## src/rtl/symm_iter_ctrl_pkg.sv

```systemverilog
// Shared definitions for the FastICA symmetric-decorrelation iteration controller.
package symm_iter_ctrl_pkg;

   localparam int unsigned       SYM_DW  = 26;
   localparam logic [SYM_DW-1:0] SYM_TOL = 26'd64;

   typedef enum logic [2:0] {
      SYM_IDLE   = 3'd0,
      SYM_LOAD   = 3'd1,
      SYM_RUN    = 3'd2,
      SYM_WAIT   = 3'd3,
      SYM_CHECK  = 3'd4,
      SYM_UPDATE = 3'd5,
      SYM_DONE   = 3'd6
   } sym_state_e;

endpackage

```

## src/rtl/symm_iter_ctrl.sv

```systemverilog
// Sequences the symmetric-decorrelation loop: loads W, launches passes, checks
// convergence against TOL and bounds the number of update passes.
module symm_iter_ctrl
   import symm_iter_ctrl_pkg::*;
#(
   parameter int unsigned MAX_ITER = 16,
   parameter int unsigned ITER_W   = 5,
   parameter int unsigned DW       = SYM_DW,
   parameter logic [DW-1:0] TOL    = DW'(SYM_TOL)
) (
   input  logic              clk_sym,
   input  logic              rst_sym,
   input  logic              start,
   input  logic              abort,
   input  logic              dec_done,
   input  logic [DW-1:0]     delta_abs,
   output logic              sel_en,
   output logic              sel_select,
   output logic              dec_start,
   output logic [ITER_W-1:0] iter_cnt,
   output logic              busy,
   output logic              done,
   output logic              converged,
   output logic              timeout
);

   localparam logic [ITER_W-1:0] LAST_ITER = ITER_W'(MAX_ITER - 1);

   sym_state_e        state_q, state_d;
   logic [DW-1:0]     delta_q, delta_d;
   logic [ITER_W-1:0] iter_q, iter_d;
   logic              conv_q, conv_d;
   logic              tout_q, tout_d;
   logic              selsel_q, selsel_d;
   logic              selen_q, decst_q, busy_q, done_q;

   always_comb begin
      state_d  = state_q;
      delta_d  = delta_q;
      iter_d   = iter_q;
      conv_d   = conv_q;
      tout_d   = tout_q;
      selsel_d = selsel_q;
      if (abort) begin
         state_d = SYM_IDLE;
      end else begin
         case (state_q)
            SYM_IDLE: begin
               if (start) begin
                  state_d  = SYM_LOAD;
                  iter_d   = '0;
                  conv_d   = 1'b0;
                  tout_d   = 1'b0;
                  selsel_d = 1'b0;
               end
            end
            SYM_LOAD: state_d = SYM_RUN;
            SYM_RUN:  state_d = SYM_WAIT;
            SYM_WAIT: begin
               if (dec_done) begin
                  delta_d = delta_abs;
                  state_d = SYM_CHECK;
               end
            end
            SYM_CHECK: begin
               if (delta_q <= TOL) begin
                  conv_d  = 1'b1;
                  state_d = SYM_DONE;
               end else if (iter_q == LAST_ITER) begin
                  tout_d  = 1'b1;
                  state_d = SYM_DONE;
               end else begin
                  // count is bumped on UPDATE entry so it reads correctly during UPDATE
                  iter_d   = iter_q + 1'b1;
                  selsel_d = 1'b1;
                  state_d  = SYM_UPDATE;
               end
            end
            SYM_UPDATE: state_d = SYM_RUN;
            SYM_DONE:   state_d = SYM_IDLE;
            default:    state_d = SYM_IDLE;
         endcase
      end
   end

   // Strobes are registered from the next state so they coincide with their state.
   always_ff @(posedge clk_sym or posedge rst_sym) begin
      if (rst_sym) begin
         state_q  <= SYM_IDLE;
         delta_q  <= '0;
         iter_q   <= '0;
         conv_q   <= 1'b0;
         tout_q   <= 1'b0;
         selsel_q <= 1'b0;
         selen_q  <= 1'b0;
         decst_q  <= 1'b0;
         busy_q   <= 1'b0;
         done_q   <= 1'b0;
      end else begin
         state_q  <= state_d;
         delta_q  <= delta_d;
         iter_q   <= iter_d;
         conv_q   <= conv_d;
         tout_q   <= tout_d;
         selsel_q <= selsel_d;
         selen_q  <= (state_d == SYM_LOAD) || (state_d == SYM_UPDATE);
         decst_q  <= (state_d == SYM_RUN);
         busy_q   <= (state_d != SYM_IDLE) && (state_d != SYM_DONE);
         done_q   <= (state_d == SYM_DONE);
      end
   end

   assign sel_en     = selen_q;
   assign sel_select = selsel_q;
   assign dec_start  = decst_q;
   assign iter_cnt   = iter_q;
   assign busy       = busy_q;
   assign done       = done_q;
   assign converged  = conv_q;
   assign timeout    = tout_q;

endmodule

```

## config.mk

```make
export PLATFORM = sky130hd
export DESIGN_NAME = symm_iter_ctrl
export DESIGN_NICKNAME = d
export VERILOG_FILES = /design/src/rtl/symm_iter_ctrl_pkg.sv /design/src/rtl/symm_iter_ctrl.sv
export SDC_FILE = /design/constraint.sdc
export NUM_CORES = 1
export LEC_CHECK = 0
export BUFFER_PORTS_ARGS = -buffer_cell sky130_fd_sc_hd__buf_2
export CELL_PAD_IN_SITES_DETAIL_PLACEMENT = 1
export CELL_PAD_IN_SITES_GLOBAL_PLACEMENT = 1
export CORE_UTILIZATION = 45
export CTS_BUF_LIST = sky130_fd_sc_hd__clkbuf_16
export CTS_CLUSTER_SIZE = 8
export DETAILED_ROUTE_END_ITERATION = 10
export GPL_TIMING_DRIVEN = 0
export PLACE_DENSITY_LB_ADDON = 0.1
export SYNTH_ARGS = -nofsm -noshare
export SYNTH_HDL_FRONTEND = slang
export SYNTH_SLANG_ARGS = --single-unit
```

## constraint.sdc

```tcl
create_clock -name clk_sym -period 3.62 [get_ports clk_sym]
set_input_delay 0.543 -clock clk_sym [delete_from_list [all_inputs] [get_ports clk_sym]]
set_output_delay 0.543 -clock clk_sym [all_outputs]
set_load 0.02 [all_outputs]
```

==> run summary <==
status -> completed
top post-synthesis cells by area -> dfrtp_1 59%, mux2_2 17%, nor2_1 1.5%, ha_1 1.4%, nor2b_1 1.4%
syn nets -> 163
total setup buffers inserted after CTS -> 0
worst-path maximum fanout -> 5
DR vias/cell -> 5.33
WS Path Type -> register to register
Unique masters post-synth -> 33
Initial Utilization -> 47.3%
GR Util All Layers -> 20.4%
1st-pass router iterations -> 4
relative slew slack -> 43.9%
Worst Tran Pin Value -> 0.840 ns
Max Cap Viol -> 0
CTS H-Tree Depth -> 2
share of cells above drive strength 1 -> 46.4%
Core Area -> 3690 um^2
initial antenna violation count -> 0
top-area cell type share of the netlist area -> 58.8%
die area -> 4130 um^2
RD Place Congestion -> 0.756
Routed WL per cell -> 15.9 um
largest net degree at the start of global routing -> 42
Crit-path slowest cell -> or4_1
worst r2r src -> iter_cnt[0]$_DFFE_PP0P_
Diodes inserted -> 0
Final #Nets -> 212
Sink Count -> 41
fillers -> 397
CP peak stage delay -> 0.61 ns
Layout area overhead -> 23.1%
Hold WS -> 0.435 ns
# resized after CTS -> 0
WL final -> 3620 um
VDD IR max -> 317 uV
Chip Height -> 64.3 um
design area -> 2150 um^2
Row Count -> 22
Crit path top cell by count -> ha_1
final hold viol count -> 0
crit path time final -> 2.71 ns
port buffer count -> 42
placed cell area -> 2010 um^2
Final setup viols -> 0
Post-DP HPWL -> 2610 um
cell with the most instances after synthesis -> dfrtp_1
Reg clk slew, reported paths -> 0.05 ns
Max Freq -> 368 MHz
Root Buffer -> clkbuf_16
CTS Buffer Depth -> 2
Arr. time, crit path -> 2.87 ns
die width -> 64.3 um
RR Endpoint -> iter_cnt[3]$_DFFE_PP0P_
vias -> 1210
Post-CTS Hold Fix Bufs -> 0
predominant post-synthesis flop cell -> dfrtp_1
grt ovf -> 0
vias in the first global route -> 1371
placed cell count -> 220
Worst Setup Start Kind -> register
Post-synth top cells -> 41 x dfrtp_1, 26 x mux2_2, 7 x nor2_1, 5 x nand2_1
Synth Cell Area -> 1740 um^2
Post-synth EDFFs -> 0
Pwr per Cell Area -> 552 nW/um^2
clk_lat worst skew -> 0.27 ns
r2r setup slk -> 0.91 ns
initial DRC count -> 87
TritonCTS clock tree -> yes
FFs w/ async S/R, synth -> 100%
required time of the critical path -> 3.77 ns
RSZ-0062 raised after global routing -> false
Final Slew Violations -> 0
cts bufs inserted -> 5
largest area contributor in the netlist -> dfrtp_1
Post-Layout Cell Count -> 227
total I/O pin count -> 43
remaining antenna violation count after routing -> 0
Static Leak -> 1.10 nW
crit share post-route -> 75.0%
synthesized flop and latch total -> 41
Post-Syn Instances -> 130
R2R depth -> 8
HP Class -> input pin to async pin
critical path's top delay family -> simple AND/OR/NAND/NOR gates
cell breakdown of the critical path -> ha_1 -> and3_1 -> ha_1 -> a21oi_1 -> o22ai_1 -> or4_1 -> and2_4 -> a221o_1
setup TNS -> 0 ns
CP Capture Type -> register
mean cell area of the mapped netlist -> 13.4 um^2
Critical path buffers and inverters -> 0
warnings from Yosys -> 0
first-pass GRT wire length -> 6240 um
Setup Skew -> 0.00161 ns
Final Power -> 1.18 mW
DRC viols -> 0
register area share after synthesis -> 58.8%
## cell type report
type	count	area, um^2	area share, %
Clock buffer	5	125	5.83
Buffer	2	10.0	0.466
Timing Repair Buffer	42	210	9.79
Tap cell	48	60.1	2.80
Clock inverter	2	7.51	0.350
Sequential cell	41	1030	47.8
Multi-Input combinational cell	84	697	32.5
Inverter	3	11.3	0.524
## per-layer routing
| layer | GRT usage, % | part of all wire (%) |
|---|---|---|
| met2 | 35.4 | 55 |
| met1 | 22.2 | 39 |
| met4 | 9.72 | 1.8 |
| met3 | 6.61 | 3.9 |
| met5 | 0 | 0 |
## worst max-delay path by stage
stage,end,depth (start not counted),from,slack [ns]
floorplan,iter_cnt[2]$_DFFE_PP0P_,8,iter_cnt[0]$_DFFE_PP0P_,1.10
global placement,iter_cnt[3]$_DFFE_PP0P_,8,iter_cnt[0]$_DFFE_PP0P_,1.01
detailed placement,iter_cnt[3]$_DFFE_PP0P_,8,iter_cnt[0]$_DFFE_PP0P_,0.92
CTS,iter_cnt[3]$_DFFE_PP0P_,8,iter_cnt[0]$_DFFE_PP0P_,0.89
global route,iter_cnt[3]$_DFFE_PP0P_,8,iter_cnt[0]$_DFFE_PP0P_,0.78
finish,iter_cnt[3]$_DFFE_PP0P_,8,iter_cnt[0]$_DFFE_PP0P_,0.91
## power breakdown
group | switching [mW] | internal, mW
sequential | 0.0452 | 0.539
combinational | 0.0962 | 0.102
clock | 0.155 | 0.246
## cell usage in the layout, fill, tap and decap left out, drive strengths merged, types with 2 or more instances in the layout
master,instances
ha,2
a21oi,3
nor2,7
a221o,2
mux2,26
or4,2
nand2,5
nor4,4
a22o,2
nand3,3
clkbuf,5
inv,4
buf,44
dfrtp,41
nor3b,2
nor3,5
nor2b,4
o21a,2
and2,3
## worst reg2reg max path: cells and delay by family, from the launching register on
family	cells	cell delay [ns]
AND/OR/NAND/NOR	3	1.03
AO/OA/AOI/OAI	3	0.66
adder cells (fa/ha/maj)	2	0.48
flip-flops	1	0.42
## kinds of logic after synthesis
family / count (synthesis) / share of synthesized area (%)
flops: 41 / 58.8
simple gates: 39 / 13.6
mux: 26 / 16.8
compound gates: 17 / 8.11
buf+inv: 5 / 1.22
fa+ha+maj: 2 / 1.43
## stage by stage
stage	utilization, %	setup WS (ns)
finish	58.2	0.905
global route	58.2	0.779
CTS	58.2	0.888
detailed placement	54.6	0.917
global placement	54.6	1.01
floorplan	-	1.10
## state kept, by name (all words and copies together) (netlist names)
| name | count |
|---|---|
| busy | 1 |
| converged | 1 |
| dec_start | 1 |
| delta_q | 26 |
| done | 1 |
| iter_cnt | 5 |
| sel_en | 1 |
| sel_select | 1 |
| state_q | 3 |
| timeout | 1 |
Note: power is estimated with default switching activity, not from simulation.
